<file path="config.mk">
export PLATFORM = sky130hd
export DESIGN_NAME = pe_bus_arbiter
export DESIGN_NICKNAME = d
export VERILOG_FILES = /design/src/rtl/pe_bus_arbiter.sv
export SDC_FILE = /design/constraint.sdc
export NUM_CORES = 1
export LEC_CHECK = 0
export BUFFER_PORTS_ARGS = -buffer_cell sky130_fd_sc_hd__buf_2
export CAP_MARGIN = 20
export CORE_MARGIN = 3
export CORE_UTILIZATION = 58
export CTS_CLUSTER_DIAMETER = 50
export DETAILED_ROUTE_END_ITERATION = 10
export GPL_TIMING_DRIVEN = 0
export MAX_ROUTING_LAYER = met4
export PLACE_DENSITY = 0.81
export SETUP_SLACK_MARGIN = 0.3
export SKIP_CTS_REPAIR_TIMING = 1
export SLEW_MARGIN = 20
export SYNTH_ARGS = -nofsm -noshare
export SYNTH_HDL_FRONTEND = slang
export SYNTH_SLANG_ARGS = --single-unit
</file>
<file path="constraint.sdc">
create_clock -name clk -period 2.1 [get_ports clk]
set_input_delay 0.21 -clock clk [delete_from_list [all_inputs] [get_ports clk]]
set_output_delay 0.21 -clock clk [all_outputs]
set_load 0.02 [all_outputs]
</file>
<file path="src/rtl/pe_bus_arbiter.sv">
// Round-robin PE bus arbiter: one-cycle request-to-grant, registered one-hot grant,
// a mandatory turnaround cycle between tenures, and a hold limit that forcibly revokes a grant.
module pe_bus_arbiter #(
  parameter int N_PE     = 4,
  parameter int MAX_HOLD = 64,
  localparam int IDW     = $clog2(N_PE)
) (
  input  logic            clk,
  input  logic            reset,
  input  logic [N_PE-1:0] bus_request,
  output logic [N_PE-1:0] grant,
  output logic [IDW-1:0]  grant_id,
  output logic            bus_busy,
  output logic            timeout_err
);

  typedef enum logic [1:0] {S_IDLE, S_OWN, S_TURN} state_t;

  state_t            r_state;
  state_t            w_state_nxt;
  logic [IDW-1:0]    r_ptr;
  logic [IDW-1:0]    r_owner;
  logic [15:0]       r_hold_cnt;
  logic [N_PE-1:0]   r_grant;
  logic              r_timeout;

  logic              w_found;
  logic [IDW-1:0]    w_win;
  logic              w_take;
  logic              w_timeout;
  logic              w_hold_max;
  logic [IDW-1:0]    w_ptr_nxt;

  // First requester at or above r_ptr, wrapping modulo N_PE.
  always_comb begin
    logic [IDW:0]   v_sum;
    logic [IDW-1:0] v_idx;
    w_found = 1'b0;
    w_win   = '0;
    v_sum   = '0;
    v_idx   = '0;
    for (int i = 0; i < N_PE; i++) begin
      v_sum = {1'b0, r_ptr} + (IDW+1)'(i);
      if (v_sum >= (IDW+1)'(N_PE)) begin
        v_sum = v_sum - (IDW+1)'(N_PE);
      end
      v_idx = v_sum[IDW-1:0];
      if (!w_found && bus_request[v_idx]) begin
        w_found = 1'b1;
        w_win   = v_idx;
      end
    end
  end

  assign w_hold_max = (r_hold_cnt == 16'(MAX_HOLD - 1));
  assign w_ptr_nxt  = (r_owner == IDW'(N_PE - 1)) ? '0 : r_owner + IDW'(1);

  // TURN already sees the advanced pointer, so it arbitrates like IDLE to keep the gap at one cycle.
  always_comb begin
    w_state_nxt = r_state;
    w_take      = 1'b0;
    w_timeout   = 1'b0;
    case (r_state)
      S_IDLE, S_TURN: begin
        if (w_found) begin
          w_state_nxt = S_OWN;
          w_take      = 1'b1;
        end else begin
          w_state_nxt = S_IDLE;
        end
      end
      S_OWN: begin
        if (!bus_request[r_owner] || w_hold_max) begin
          w_state_nxt = S_TURN;
          w_timeout   = bus_request[r_owner] && w_hold_max;
        end
      end
      default: w_state_nxt = S_IDLE;
    endcase
  end

  always_ff @(posedge clk or negedge reset) begin
    if (!reset) begin
      r_state    <= S_IDLE;
      r_ptr      <= '0;
      r_owner    <= '0;
      r_hold_cnt <= '0;
      r_grant    <= '0;
      r_timeout  <= 1'b0;
    end else begin
      r_state   <= w_state_nxt;
      r_timeout <= w_timeout;
      if (w_take) begin
        r_owner    <= w_win;
        r_grant    <= N_PE'(1) << w_win;
        r_hold_cnt <= '0;
      end else if (r_state == S_OWN) begin
        if (w_state_nxt == S_TURN) begin
          r_grant <= '0;
          r_ptr   <= w_ptr_nxt;
        end else begin
          r_hold_cnt <= r_hold_cnt + 16'd1;
        end
      end
    end
  end

  assign grant       = r_grant;
  assign grant_id    = r_owner;
  assign bus_busy    = |r_grant;
  assign timeout_err = r_timeout;

endmodule

</file>
# Word level (Yosys, flattened, before mapping)
# Cells that the tools add are included.
# word_totals
ff_bits	27
input_bits	6
word_cells	85
output_inout_bits	8
# op_classes
add_sub_neg	9
bitwise_logic	1
shifts	1
mux	36
eq_ne	6
n_lt_le_gt_ge	9
reduce_logical	17
# op_table
op	n
$mux 16	3
$mux 2	10
$add 16x1->16 const B	1
$eq 16x6->1 const B	1
$lt 2x3->1 const B	5
$mux 1	14
$mux 4	3
$bmux 1 s2	5
$ge 3x3->1 const B	3
$sub 2x1->2 const B	4
$add 2x2->3 const B	2
$eq 2x2->1 const B	3
$logic_and 1x1->1	4
$logic_not 1->1	4
$pmux 2 s2	1
$reduce_and 2->1	2
$reduce_bool 2->1	2
$reduce_or 4->1	1
$shl 1x2->4 const A	1
$add 2x1->3 const B	1
$ge 2x3->1 const B	1
$reduce_and 3->1	1
$add 2x1->2 const B	1
$eq 2x1->1 const B	1
other kinds (5)	5

# Depth between registers and ports, before layout
# logic_depth
depth_word	20
depth_mapped	6
ltp_nobuf	5

# Least setup slack after synthesis
# Ideal clock, no wire load.
# synth_timing
path_kind	register to register
start	register r_owner[0] (netlist: grant_id[0])
end	register r_hold_cnt[12]
setup_slack_ns	0.167
period_less_slack_ns	1.933
setup_time_ns	0.078
t_arrival_ns	1.855
required_ns	2.022
n_path_buf	1
stages_incl_launch_ff	6
path_cell_list	dfrtp_1 -> or3b_1 -> o22a_1 -> buf_6 -> or4_1 -> a21oi_1
# synth_between
elab_chain_len	9
# synth_rtl
element	line_no	rtl
start: declaration	22	logic [IDW-1:0] r_owner;
start signal: assignment	94	r_owner <= w_win;
$bmux 1 s2	73	if (!bus_request[r_owner] || w_hold_max) begin
$mux 1 (not written as such)	73	
$logic_not 1->1	73	
$logic_or 1x1->1	73	
$mux 2	73	
$pmux 2 s2	63	case (r_state)
$eq 2x2->1	98	if (w_state_nxt == S_TURN) begin
$ne 2x2->1 (no source line)	--	
$reduce_and 2->1 (no source line)	--	
end signal: assignment	102	r_hold_cnt <= r_hold_cnt + 16'd1;
end: declaration	23	logic [15:0] r_hold_cnt;
# No other way between the ends. The select of a mux whose other input is x is not followed.
# A chain may end at the register's enable or synchronous reset.

# Worst setup path after layout
# layout_timing
start	register r_hold_cnt[8]
end	register r_hold_cnt[14]
# layout_between
elab_chain_len	7
elab_cells_between_ends	11
classes_between	1 x add/sub; 3 x eq/ne; 5 x mux; 2 x reduce/logical
# layout_rtl
element	line_no	rtl
$eq 16x6->1	55	assign w_hold_max = (r_hold_cnt == 16'(MAX_HOLD - 1));
$logic_or 1x1->1	73	
$mux 2	73	
$pmux 2 s2	63	
$eq 2x2->1	98	
$ne 2x2->1 (no source line)	--	
$reduce_and 2->1 (no source line)	--	
# Several ways; a longest one is shown, not always the timed one. The select of a mux whose other input is x is not followed.

==> results.md <==
* Final min period at 1.86 ns
* Critical path type: reg2reg
* Power Dens Cells at 1060 mW/mm2
* CTS Sinks at 27
* Core Rows at 17
* Port Buffers at 13
* Cells on worst reg2reg path at 4
* Status: finished clean
* Fin area at 0.00193 mm2
* Worst reg2reg setup slack at 0.24 ns
* Total gr overflow at 0
* Leakage at 0.769 nW
* Placed inst area at 0.00161 mm2
* Core box area at 0.00232 mm2
* Synth Cell Area at 0.00148 mm2
* Critical Path End Type: flop
* CTS Buf Count at 3
* Worst slew pin tran at 0.613 ns
* Data required, critical path at 2.37 ns
* Routed wl met3 at 287 um
* Global-route wire length before repair at 5800 um
* Die area at 0.00318 mm2
* Async S/R FF share, synth at 1.00
* Syn Inst Count at 149
* Initial Util at 0.636
* Crit Reg-Reg Startpoint: r_hold_cnt[8]
* Die Span Y at 56.4 um
* Post-synth EDFFs at 0
* TritonCTS clock tree: built
* Final net count at 189
* Maximum clock rate at 537 MHz
* Fill cell count at 130
* Relative slew margins at 0.591
* Total Wirelength at 4310 um
* WP data arrival at 2.13 ns
* Hold Slack at 0.275 ns
* Hold crit path type: in2reg
* Fin. Hold Viols at 0
* Synthesized netlist net count at 157
* Final period util at 0.887
* Clk_lat worst skew at 0.34 ns
* Die Wd at 56.4 um
* Top sig layer: met4
* Met1 wire length at 1810 um
* RePlAce Congestion at 0.825
* Final Util at 0.833
* Sequential area share after synthesis at 0.458
* Area grow syn2layout at 31.0%
* Antenna-violating nets left at 0
* Root Driver: clkbuf_4
* Met2 WL at 2060 um
* Yosys cell types at 42
* Initial DRC count at 63
* Max FO, Critical Path at 7
* Crit start category: flop
* H-tree depth at 1
* Diode count at 0
* Number of global-route vias before repair at 1,249
* Worst Setup EP: r_hold_cnt[14]
* 1st-pass router iterations at 4
* Worst Setup SP: r_hold_cnt[8]
* Post-Route Skew at 0.00471 ns
* Total Routing Usage GR at 0.232
* DP Worst Slack at 0.0267 ns
* Final setup viols at 0
* RSZ-0062 raised after global routing: true
* Initial antenna violation count at 0
* IO Count at 14
* VDD IR max at 0.928 mV
* # Max-Cap Violations at 0
* Largest net degree at the start of global routing at 28
* Clk slew on worst S/H paths at 0.16 ns
* Pins Over Slew Limit at 0
* DR DRC count at 0
* Final worst slack at 0.236 ns
* Warnings, synthesis at 0
* #FFs+latches synth at 27
* Routed length per instance at 20.7 um
* Mean Syn Cell Area at 9.90 um2
* Final setup TNS at 0 ns
* DP HPWL at 2410 um
* Synth Flop Type: dfrtp_1
* Via/cell ratio at 6.95
* Reg2reg end: r_hold_cnt[14]
* Vias at 1,445
* Fraction of layout cells with a size suffix above 1 at 0.406
* CTS max path bufs at 2
## cell type report
cell class / instances / area [um2] / share of cell area
tap: 28 / 35.0 / 0.0181
clock inverter: 1 / 7.51 / 0.00389
clock buffer: 3 / 22.5 / 0.0117
inverter: 2 / 7.51 / 0.00389
buffer: 7 / 52.6 / 0.0272
timing repair buffer: 27 / 176 / 0.0913
sequential: 27 / 681 / 0.352
multi-input combinational: 113 / 950 / 0.492
## worst min-delay path by stage
stage / startpoint / endpoint / depth (start not counted)
2_1_floorplan: reset / grant[0] / 0
3_3_place_gp: reset / r_hold_cnt[13] / 1
3_5_place_dp: reset / r_hold_cnt[13] / 1
4_1_cts: reset / r_hold_cnt[13] / 1
5_1_grt: bus_request[3] / grant[0] / 3
6_report: bus_request[3] / grant[0] / 3
## sequential cells by signal (all words and copies together) (netlist names)
| signal | count |
|---|---|
| grant | 4 |
| grant_id | 2 |
| r_hold_cnt | 16 |
| r_ptr | 2 |
| r_state | 2 |
| timeout_err | 1 |
## metal layers
metal | vias up | GRT usage
met4 | 0 | 0.0475
met3 | 20 | 0.0322
met1 | 711 | 0.322
met2 | 67 | 0.365
met5 | - | -
li1 | 647 | -
## where the power goes
group	internal [mW]	switching [mW]
sequential	0.623	0.118
combinational	0.451	0.607
clock	0.0729	0.173
total	1.15	0.898
## critical path: stages (launching register included)
cell and delay (ns):
dfrtp_1 0.58, and4_1 0.30, nand4_1 0.22, or4_1 0.53, a21oi_1 0.16
## layout by cell type (no fill, tap or decap), types with 4 or more instances in the layout
master and n:
nand2_1 12, buf_4 13, or4_4 7, o21ai_0 6, buf_6 4, buf_2 13
mux2i_1 6, a21oi_1 6, a21oi_2 7, nand4_1 5, dfrtp_1 23, nand3_1 6
or4_1 4, dfrtp_2 4, o31ai_1 5, o32ai_1 4
## kinds of logic (layout without fill, tap and decap cells)
group / after synthesis / count (layout) / share of synthesized area
AOI/OAI and AO/OA: 44 / 44 / 0.198
adders and majority gates: 2 / 2 / 0.0170
buffers and inverters: 9 / 40 / 0.0288
DFF: 27 / 27 / 0.458
muxes: 8 / 8 / 0.0560
and+or+nand+nor: 59 / 59 / 0.242
## cells in the mapped netlist (3+ instances only)
cell type  number  share of area
o21ai_0         7          0.024
dfrtp_1        27           0.46
nand4_1         5          0.021
a21oi_1        13          0.044
nand2_1        13          0.033
or4_1          11          0.056
nor2_1          3         0.0076
and4_1          3          0.018
nand3_1         6          0.020
o31ai_1         9          0.046
mux2i_1         6          0.041
o32ai_1         4          0.024
clkbuf_1        5          0.013
## through the flow
stage	power, mW	cells
finish	2.04	208
global route	2.15	208
CTS	1.72	194
detailed placement	1.49	190
global placement	1.45	190
floorplan	1.26	149
Power figures use the tool's default switching activity.
